--- src/rtl/state_machine_extended.sv ---
// Microsequencer next-state controller for the ARMv4 core with the vector
// extension. Holds the current control-store address and steps it once per
// clock from the fetch handshake, condition flag and decoded opcode fields.
//
// state | meaning
// 0-15  | scalar family execute (one cycle)
// 104   | fetch
// 105   | fetch wait for memory ready
// 106   | decode / dispatch
// 113   | vector element load (shared by dot product and vector x scalar)
// 114   | dot product entry, counter init
// 115   | dot product element step, counter increment
// 116   | vector x scalar entry, counter init
// 117   | vector x scalar element step, counter increment
// 118   | vector add entry, counter init
// 119   | vector add element step, counter increment
// 121   | dot product destination clear
// other | illegal, recovers to fetch

module state_machine_extended (
  input  logic       clk,
  input  logic       rst,
  input  logic       COND,
  input  logic       ST,
  input  logic       PL,
  input  logic       A,
  input  logic       MEM_R,
  input  logic [3:0] family_number,
  input  logic [1:0] OP,
  input  logic       Z,
  input  logic       RM_CNTR_DONE,
  input  logic       is_VEC,
  output logic [6:0] address,
  output logic       DOT_PROD_RST,
  output logic       RM_CNTR_INIT,
  output logic       RM_CNTR_INC
);

  localparam logic [6:0] S_FETCH    = 7'd104;
  localparam logic [6:0] S_WAIT     = 7'd105;
  localparam logic [6:0] S_DECODE   = 7'd106;
  localparam logic [6:0] S_ELEM_LD  = 7'd113;
  localparam logic [6:0] S_DOT_INIT = 7'd114;
  localparam logic [6:0] S_DOT_STEP = 7'd115;
  localparam logic [6:0] S_VXS_INIT = 7'd116;
  localparam logic [6:0] S_VXS_STEP = 7'd117;
  localparam logic [6:0] S_ADD_INIT = 7'd118;
  localparam logic [6:0] S_ADD_STEP = 7'd119;
  localparam logic [6:0] S_DOT_ZERO = 7'd121;

  localparam logic [1:0] OP_RSVD = 2'b00;
  localparam logic [1:0] OP_DOT  = 2'b01;
  localparam logic [1:0] OP_VXS  = 2'b10;
  localparam logic [1:0] OP_ADD  = 2'b11;

  logic [6:0] next_address;

  // Scalar addressing-mode bits travel with the instruction but do not steer
  // this sequencer; folded here so they are visibly consumed.
  logic unused_ir_bits;
  assign unused_ir_bits = ^{ST, PL, A};

  // State register; reset returns to fetch immediately, even mid-loop.
  always_ff @(posedge clk or negedge rst) begin
    if (!rst) begin
      address <= S_FETCH;
    end else begin
      address <= next_address;
    end
  end

  // Next-state selection; anything not listed falls back to fetch.
  always_comb begin
    next_address = S_FETCH;
    case (address)
      S_FETCH: next_address = S_WAIT;
      S_WAIT:  next_address = MEM_R ? S_DECODE : S_WAIT;
      S_DECODE: begin
        if (!COND) begin
          next_address = S_FETCH;
        end else if (is_VEC) begin
          case (OP)
            OP_DOT:  next_address = S_DOT_INIT;
            OP_VXS:  next_address = S_VXS_INIT;
            OP_ADD:  next_address = S_ADD_INIT;
            OP_RSVD: next_address = S_FETCH;
            default: next_address = S_FETCH;
          endcase
        end else begin
          next_address = {3'b000, family_number};
        end
      end
      S_DOT_INIT: next_address = Z ? S_DOT_ZERO : S_ELEM_LD;
      S_DOT_ZERO: next_address = S_ELEM_LD;
      // The element-load state is shared, so the opcode picks the way back.
      S_ELEM_LD:  next_address = (OP == OP_DOT) ? S_DOT_STEP : S_VXS_STEP;
      S_DOT_STEP: next_address = RM_CNTR_DONE ? S_FETCH : S_ELEM_LD;
      S_VXS_INIT: next_address = S_ELEM_LD;
      S_VXS_STEP: next_address = RM_CNTR_DONE ? S_FETCH : S_ELEM_LD;
      S_ADD_INIT: next_address = S_ADD_STEP;
      S_ADD_STEP: next_address = RM_CNTR_DONE ? S_FETCH : S_ADD_STEP;
      // Scalar execute states 0..15 and illegal states both return to fetch.
      default:    next_address = S_FETCH;
    endcase
  end

  // Moore strobes decoded from the current address only.
  always_comb begin
    DOT_PROD_RST = 1'b0;
    RM_CNTR_INIT = 1'b0;
    RM_CNTR_INC  = 1'b0;
    case (address)
      S_DOT_ZERO: DOT_PROD_RST = 1'b1;
      S_DOT_INIT, S_VXS_INIT, S_ADD_INIT: RM_CNTR_INIT = 1'b1;
      S_DOT_STEP, S_VXS_STEP, S_ADD_STEP: RM_CNTR_INC = 1'b1;
      default: begin
        DOT_PROD_RST = 1'b0;
        RM_CNTR_INIT = 1'b0;
        RM_CNTR_INC  = 1'b0;
      end
    endcase
  end

endmodule

--- config.mk ---
export PLATFORM = sky130hd
export DESIGN_NAME = state_machine_extended
export DESIGN_NICKNAME = d
export VERILOG_FILES = /design/src/rtl/state_machine_extended.sv
export SDC_FILE = /design/constraint.sdc
export NUM_CORES = 1
export LEC_CHECK = 0
export ABC_AREA = 0
export CORE_AREA = 5 5 42 44
export CTS_CLUSTER_SIZE = 8
export DETAILED_ROUTE_END_ITERATION = 10
export DIE_AREA = 0 0 47 49
export HOLD_SLACK_MARGIN = 0.15
export PLACE_DENSITY = 0.73
export SLEW_MARGIN = 20
export SYNTH_ARGS = -nofsm -noshare
export SYNTH_HDL_FRONTEND = slang
export SYNTH_SLANG_ARGS = --single-unit
--- constraint.sdc ---
create_clock -name clk -period 4.4 [get_ports clk]
set_clock_uncertainty 0.05 [all_clocks]
set_input_delay 1.1 -clock clk [delete_from_list [all_inputs] [get_ports clk]]
set_output_delay 1.1 -clock clk [all_outputs]
set_load 0.05 [all_outputs]
==> flow_summary.json, run 1 <==
{
  "synth_area_per_cell_um2": 8.46,
  "drc": 0,
  "synth_area_leader_cell": "dfrtp_1",
  "startpoint": "address[1]",
  "r2r_cells": 4,
  "grt_pass1_wl_um": 2000,
  "grt_max_degree": 12,
  "path_clk_slew_ns": 0.05,
  "largest_register_ffs": 6,
  "finalSetupViolCount": 0,
  "hold_buffers": 0,
  "cp.arrival_ns": 2.12,
  "die_x_um": 47,
  "synth_area_leaders": "dfrtp_1 (22%), dfstp_2 (12%), o21ai_1 (5.5%), mux2i_1 (4.4%), nor2_1 (4.1%)",
  "crit_buf_inv": 1,
  "place_area_um2": 682,
  "via_per_inst": 5.32,
  "ioPinCount": 26,
  "design_area_um2": 704,
  "worst_slew_pin_slew_ns": 0.501,
  "netlist_instances": 54,
  "finalSetupTns_ns": 0,
  "fmax_mhz": 306,
  "diodes": 0,
  "power.clock.fraction_pct": 13.7,
  "finalPower_mw": 0.369,
  "timing.rr.end": "address[3]",
  "clk_latency_ns": 0.24,
  "drt_iter0_markers": 11,
  "vias": 495,
  "drive_gt1_share_pct": 13.0,
  "slowest_stage": "clkdlybuf4s50_1",
  "yosysWarningCount": 0,
  "fin_crit_ns": 3.27,
  "placed_cells": 90,
  "cellLeakagePower_nw": 0.271,
  "met2_usage_pct": 19.7,
  "globalRoute.busiestLayer": "met2",
  "postCtsResizedCells": 0,
  "switchingPower_mw": 0.175,
  "setup_ws_ns": 1.13,
  "synth_edf_count": 0,
  "period_share_pct": 74.2,
  "cp_cell_sequence": "or3b_4 > nor2_1 > clkdlybuf4s50_1",
  "start_util_pct": 32.6,
  "status": "finished clean",
  "grt_util_all_layers_pct": 11.8,
  "synth_top_area_share_pct": 21.9,
  "peakVddDrop_mv": 0.261,
  "timing.final.hold_violations": 0,
  "synth.distinct_cells": 30,
  "areaGrowthSynthToFinish_pct": 54.2,
  "crit_path_start_kind": "flop",
  "fin_cells": 93,
  "wl_um": 1160,
  "pwr-share-seq_pct": 29.8,
  "swShare_pct": 47.3,
  "cpLargestDelayFamily": "buffers and inverters",
  "power.density_mw_per_mm2": 524,
  "cp-endpoint": "DOT_PROD_RST",
  "power.internal_mw": 0.194,
  "p_comb_share_pct": 56.5,
  "crit_path_max_fanout": 9,
  "seq_area_frac_synth_pct": 33.4,
  "required_ns": 3.25,
  "reg.largest.list": "address (6)",
  "slowest_delay_ns": 0.80,
  "end_kind": "output pin",
  "numCtsBuffers": 3,
  "syn_nets": 70,
  "place.port_buffers": 22,
  "grt_pass1_vias": 484,
  "dp_slack_ns": 1.39,
  "dr.pass1.iters": 4,
  "cp_num_cells": 3,
  "gp_congestion": 0.762,
  "antenna_found_initial": 0,
  "cap_violations": 0,
  "grt_util_met1_pct": 13.0,
  "cts_buffer_depth": 2,
  "hold_path_class": "reg2reg",
  "dieHeight_um": 49,
  "rows": 14,
  "grt_overflow": 0,
  "top_register": "address",
  "cts-root-buf": "clkbuf_4",
  "synth_top_flop_cell": "dfrtp_1",
  "critPathKind": "reg2out",
  "maxSlewHeadroom_pct": 66.5,
  "cts_htree_levels": 1,
  "clock_sinks": 6,
  "met3_usage_pct": 4.80,
  "synthTopCellsByCount": "nor2_1 (5), o21ai_1 (5), dfrtp_1 (4), inv_1 (4), nand2_1 (4)",
  "async_flop_share_pct": 100,
  "antenna_left": 0,
  "cts_tree": "built",
  "coreArea_mm2": 0.00140,
  "avgRoutedWirePerCell_um": 12.5,
  "yosys_register_bits": 6,
  "post_cts_buffers": 0,
  "r2r-start": "address[3]",
  "num-nets-final": 95,
  "netlist_area_um2": 457,
  "r2r_slack_ns": 2.86,
  "drv_slew": 0,
  "dieArea_mm2": 0.00230,
  "rsz0062_at_grt": "false"
}
==> routing by layer <==
metal | share of wire, % | wire length, µm | vias to the layer above
met5 | 0 | 0 | -
met4 | 0.95 | 11 | 0
met3 | 9.8 | 114 | 2
met2 | 50 | 581 | 20
met1 | 39 | 456 | 223
li1 | - | - | 250
==> power by group through the flow <==
stage / Clock, mW / Sequential [mW] / Combinational [mW]
6_report: 0.0507 / 0.110 / 0.208
5_1_grt: 0.0570 / 0.116 / 0.222
4_1_cts: 0.0518 / 0.110 / 0.209
3_5_place_dp: 0 / 0.111 / 0.208
3_3_place_gp: 0 / 0.110 / 0.208
2_1_floorplan: 0 / 0.148 / 0.110
==> logic make-up after synthesis <==
family / count (synthesis) / share of synthesized area, %
buffers and inverters: 6 / 6.57
muxes: 2 / 4.38
AOI/OAI and AO/OA: 15 / 21.9
and+or+nand+nor: 25 / 33.7
DFF: 6 / 33.4
==> worst register-to-register path, stage by stage, from the launching register on <==
cell and delay [ns]:
dfstp_2 0.62, or4b_1 0.44, o21ai_1 0.09, a22o_1 0.15, nand4_1 0.11
==> layout by cell type (no fill, tap or decap), types with 2 or more instances in the layout <==
cell	n
o21ai_0	2
clkdlybuf4s50_1	22
mux2i_1	2
o21ai_1	5
dfrtp_1	4
dfstp_2	2
and3_1	2
nand4_1	2
nand2_1	4
inv_1	4
clkbuf_4	3
nor2_1	5
nand3_1	2
==> final cells by class <==
cell class	count	area [µm²]
Tap cell	16	20.0
Multi-Input combinational cell	42	274
Fill cell	151	697
Inverter	4	15.0
Clock buffer	3	22.5
Sequential cell	6	153
Timing Repair Buffer	22	220
==> through the flow <==
stage	util [%]	hold WS [ns]
after floorplan	-	0.540
after global placement	48.7	0.445
after detailed placement	48.7	0.442
after CTS	50.3	0.458
after global routing	50.3	0.481
final	50.3	0.462
==> how the worst min path moves through the flow <==
stage / startpoint / endpoint / depth (start not counted)
detailed placement: address[5] / address[3] / 1
CTS: address[5] / address[3] / 1
global route: address[5] / address[3] / 1
global placement: address[5] / address[3] / 1
floorplan: address[5] / address[3] / 1
finish: address[5] / address[3] / 1
Power figures use the tool's default switching activity.
==> inputs of run 2 (changes only) <==
CORE_AREA = not set   (was 5 5 42 44)
CORE_MARGIN = 5   (was not set)
CORE_UTILIZATION = 32   (was not set)
DIE_AREA = not set   (was 0 0 47 49)
PLACE_DENSITY = 0.72   (was 0.73)
clock period = 3 ns   (was 4.4 ns; I/O delays follow)
==> run 2 against run 1 <==
  * Sequential share of layout area is 0.27 points lower
  * Clock power rose by 48%
  * Highest routed layer unchanged
  * Critical path depth unchanged
  * Die area shrank 0.89%
  * Sequential power increased by 50%
  * Clock-buffer cell count stayed put
  * Non-clock buffer count unchanged
  * Final cell count fell by 1.1%
  * Worst setup slack got worse by 1.0 ns
  * Utilization up 3.9 points
==> flow_summary.json, run 2 (same netlist as run 1, synthesis figures left out) <==
{
  "r2r-start": "address[3]",
  "power.internal_mw": 0.286,
  "drv_slew": 0,
  "holdPathEnd": "address[3]",
  "startpoint": "address[5]",
  "worst_slew_pin_slew_ns": 0.508,
  "hold_buffers": 0,
  "drt_iter0_markers": 7,
  "die_x_um": 47.8,
  "mostFrequentLayoutCells": "clkdlybuf4s50_1 (21), nor2_1 (5), o21ai_1 (5)",
  "period_share_pct": 95.6,
  "grt_pass1_wl_um": 2040,
  "vias": 504,
  "top_register": "address",
  "cp.arrival_ns": 2.07,
  "r2r_cells": 4,
  "slowest_stage": "clkdlybuf4s50_1",
  "antenna_left": 0,
  "cts_htree_levels": 1,
  "power.clock.fraction_pct": 13.6,
  "hp-start": "address[5]",
  "grt_max_degree": 12,
  "required_ns": 2.20,
  "fmax_mhz": 349,
  "cts_buffer_depth": 2,
  "dr.pass1.iters": 2,
  "crit_path_start_kind": "flop",
  "num-nets-final": 95,
  "switchingPower_mw": 0.262,
  "cts_tree": "built",
  "whs_ns": 0.466,
  "timing.rr.end": "address[3]",
  "grt_overflow": 0,
  "reg.largest.list": "address (6)",
  "pwr-share-seq_pct": 30.0,
  "path_clk_slew_ns": 0.05,
  "rows": 13,
  "dieHeight_um": 47.8,
  "crit_path_max_fanout": 7,
  "clk_latency_ns": 0.24,
  "grt_util_all_layers_pct": 12.7,
  "setup_ws_ns": 0.131,
  "finalSetupTns_ns": 0,
  "end_kind": "output pin",
  "status": "finished clean",
  "wl_um": 1240,
  "p_comb_share_pct": 56.3,
  "postCtsResizedCells": 0,
  "start_util_pct": 34.7,
  "coreArea_mm2": 0.00132,
  "hold_path_class": "reg2reg",
  "mostFrequentLayoutCell": "clkdlybuf4s50_1",
  "power.density_mw_per_mm2": 769,
  "cellLeakagePower_nw": 0.274,
  "slowest_delay_ns": 0.85,
  "drive_gt1_share_pct": 16.9,
  "gp_congestion": 0.777,
  "swShare_pct": 47.9,
  "rsz0062_at_grt": "false",
  "r2r_slack_ns": 1.44,
  "numCtsBuffers": 3,
  "post-dp-hpwl_um": 1010,
  "cp_cell_sequence": "nand2_1 > nor4b_2 > clkdlybuf4s50_1",
  "diodes": 0,
  "hold_depth": 1,
  "timing.final.hold_violations": 0,
  "drc": 0,
  "maxSlewHeadroom_pct": 66.1,
  "largest_register_ffs": 6,
  "finalSetupViolCount": 0,
  "peakVddDrop_mv": 0.478,
  "areaGrowthSynthToFinish_pct": 56.2,
  "cts-root-buf": "clkbuf_4",
  "place.port_buffers": 22,
  "antenna_found_initial": 0,
  "critPathKind": "reg2out",
  "post_cts_buffers": 0,
  "avgRoutedWirePerCell_um": 13.4,
  "cap_violations": 0,
  "clock_sinks": 6,
  "dieArea_mm2": 0.00228,
  "dp_slack_ns": 0.386,
  "grt_pass1_vias": 456,
  "via_per_inst": 5.48,
  "ioPinCount": 26,
  "fin_crit_ns": 2.87
}
==> run 2: layout make-up <==
class                   count  area (µm²)
fillers                   132         604
multi-input cells          42         287
repair buffers             22         218
flip-flops and latches      6         153
clock buffers               3        22.5
well taps                  15        18.8
inverters                   4        15.0
==> run 2: critical path, delay by kind of cell (launching register included) <==
| family | cells | cell delay, ns |
|---|---|---|
| buf+inv | 1 | 0.85 |
| simple gates | 2 | 0.39 |
| flops | 1 | 0.58 |
==> run 2: metrics by stage <==
step	instances	area, µm²	power, mW	utilization (%)
after global placement	89	691	0.470	52.4
after CTS	92	713	0.552	54.1
after detailed placement	89	691	0.476	52.4
after floorplan	54	469	0.385	-
after global routing	92	713	0.590	54.1
final	92	713	0.548	54.1
==> run 2: how the worst max path moves through the flow <==
| stage | to |
|---|---|
| 6_report | RM_CNTR_INC |
| 3_5_place_dp | RM_CNTR_INC |
| 3_3_place_gp | RM_CNTR_INC |
| 4_1_cts | RM_CNTR_INC |
| 2_1_floorplan | RM_CNTR_INC |
| 5_1_grt | RM_CNTR_INC |
==> run 2: power by group through the flow <==
stage / combinational, mW / clock, mW / sequential [mW]
detailed placement: 0.310 / 0 / 0.166
global route: 0.334 / 0.0818 / 0.174
floorplan: 0.167 / 0 / 0.218
CTS: 0.311 / 0.0773 / 0.164
global placement: 0.305 / 0 / 0.165
finish: 0.309 / 0.0748 / 0.165
==> run 2: routing by layer <==
layer | track usage [%] | wire length (µm) | up-vias
met5 | 0 | 0 | -
met4 | 4.84 | 17 | 0
met3 | 3.38 | 114 | 2
met2 | 18.7 | 574 | 20
met1 | 17.6 | 530 | 232
li1 | - | - | 250
==> inputs of run 3 (changes only) <==
==> constraint.sdc (replaced) <==
create_clock -name clk -period 3 [get_ports clk]
set_clock_uncertainty 0.05 [all_clocks]
set_input_delay 0.75 -clock clk [delete_from_list [all_inputs] [get_ports clk]]
set_output_delay 0.75 -clock clk [all_outputs]
set_load 0.005 [all_outputs]
==> run 3 against run 2 <==
  * Register-to-register slack better by 0.04 ns
  * Via count grew 2.0%
  * Global-route usage decreased by 0.98 points
  * Flip-flop and latch count unchanged
  * Fmax increased by 9.2%
  * Combinational power decreased by 29%
  * Die area is the same
  * Clock power decreased by 3%
  * Critical path type unchanged
  * Non-clock buffer count is the same
  * Total power decreased by 17%
  * Largest power group unchanged
  * Utilization fell by 0.76 points
==> flow_summary.json, run 3 (same netlist as run 1, synthesis figures left out) <==
{
  "end_kind": "output pin",
  "cpLargestDelayFamily": "simple AND/OR/NAND/NOR gates",
  "peakVddDrop_mv": 0.384,
  "cts_buffer_depth": 2,
  "mostFrequentLayoutCells": "clkdlybuf4s50_1 (22), nor2_1 (5), o21ai_1 (5)",
  "r2r-start": "address[3]",
  "post_cts_buffers": 0,
  "p_comb_share_pct": 48.3,
  "drv_slew": 0,
  "hold_buffers": 0,
  "power.clock.fraction_pct": 16.1,
  "holdPathEnd": "address[3]",
  "dieArea_mm2": 0.00228,
  "fmax_mhz": 381,
  "areaGrowthSynthToFinish_pct": 54.0,
  "ioPinCount": 26,
  "path_clk_slew_ns": 0.04,
  "crit_path_max_fanout": 9,
  "start_util_pct": 34.7,
  "cp.arrival_ns": 1.83,
  "hold_path_class": "reg2reg",
  "coreArea_mm2": 0.00132,
  "post-dp-hpwl_um": 985,
  "timing.final.hold_violations": 0,
  "slowest_delay_ns": 0.50,
  "num-nets-final": 95,
  "fin_cells": 92,
  "vias": 514,
  "placed_cells": 89,
  "timing.rr.end": "address[3]",
  "slowest_stage": "clkdlybuf4s50_1",
  "grt_pass1_wl_um": 1880,
  "grt_max_degree": 12,
  "drive_gt1_share_pct": 13.0,
  "cap_violations": 0,
  "gp_congestion": 0.746,
  "pwr-share-seq_pct": 35.6,
  "mostFrequentLayoutCell": "clkdlybuf4s50_1",
  "crit_buf_inv": 1,
  "r2r_slack_ns": 1.48,
  "swShare_pct": 37.3,
  "antenna_left": 0,
  "switchingPower_mw": 0.169,
  "avgRoutedWirePerCell_um": 13.2,
  "largest_register_ffs": 6,
  "hp-start": "address[5]",
  "maxSlewHeadroom_pct": 79.3,
  "antenna_found_initial": 0,
  "dieHeight_um": 47.8,
  "grt_util_all_layers_pct": 11.7,
  "drt_iter0_markers": 16,
  "grt_overflow": 0,
  "status": "finished clean",
  "cts_tree": "built",
  "power.density_mw_per_mm2": 646,
  "cellLeakagePower_nw": 0.271,
  "die_x_um": 47.8,
  "power.internal_mw": 0.285,
  "numCtsBuffers": 3,
  "postCtsResizedCells": 0,
  "hold_depth": 1,
  "critPathKind": "reg2out",
  "dr.pass1.iters": 5,
  "grt_pass1_vias": 446,
  "wl_um": 1210,
  "place.port_buffers": 22,
  "drc": 0,
  "crit_path_start_kind": "flop",
  "rows": 13,
  "diodes": 0,
  "period_share_pct": 87.6,
  "required_ns": 2.20,
  "cts_htree_levels": 1,
  "cts-root-buf": "clkbuf_4",
  "cp_cell_sequence": "or3b_4 > nor2_1 > clkdlybuf4s50_1",
  "clk_latency_ns": 0.24,
  "clock_sinks": 6,
  "rsz0062_at_grt": "false",
  "via_per_inst": 5.59,
  "finalSetupTns_ns": 0,
  "worst_slew_pin_slew_ns": 0.310,
  "top_register": "address",
  "fin_crit_ns": 2.63,
  "finalSetupViolCount": 0,
  "r2r_cells": 4,
  "reg.largest.list": "address (6)"
}
## run 3: metal layers
metal	global-route usage, %	wire (µm)	vias to the layer above
met5	0	0	-
met4	3.23	11	0
met3	4.89	111	4
met2	21.6	622	22
met1	12.0	469	241
li1	-	-	247
## run 3: layout make-up
type,instances,area (µm²)
repair buffers,22,220
flip-flops and latches,6,153
well taps,15,18.8
fillers,117,614
clock buffers,3,22.5
multi-input cells,42,274
inverters,4,15.0
## run 3: worst max-delay path by stage
| stage | startpoint | to | slack [ns] | cells after the start |
|---|---|---|---|---|
| floorplan | address[1] | DOT_PROD_RST | 1.17 | 2 |
| global placement | address[1] | DOT_PROD_RST | 0.63 | 3 |
| detailed placement | address[1] | DOT_PROD_RST | 0.64 | 3 |
| CTS | address[1] | DOT_PROD_RST | 0.37 | 3 |
| global route | address[1] | DOT_PROD_RST | 0.32 | 3 |
| finish | address[1] | DOT_PROD_RST | 0.37 | 3 |
## run 3: stage by stage
stage | util (%) | setup slack, ns | area [µm²] | power, mW | hold WS, ns
final | 53.4 | 0.373 | 703 | 0.454 | 0.447
after global routing | 53.4 | 0.317 | 703 | 0.492 | 0.478
after CTS | 53.4 | 0.368 | 703 | 0.459 | 0.455
after detailed placement | 51.7 | 0.636 | 681 | 0.383 | 0.440
after global placement | 51.7 | 0.627 | 681 | 0.382 | 0.442
after floorplan | - | 1.17 | 457 | 0.293 | 0.404
## run 3: power by group through the flow
stage / sequential [mW] / combinational, mW / clock (mW)
2_1_floorplan: 0.141 / 0.153 / 0
3_3_place_gp: 0.163 / 0.219 / 0
3_5_place_dp: 0.163 / 0.220 / 0
4_1_cts: 0.161 / 0.222 / 0.0759
5_1_grt: 0.168 / 0.244 / 0.0796
6_report: 0.162 / 0.220 / 0.0729
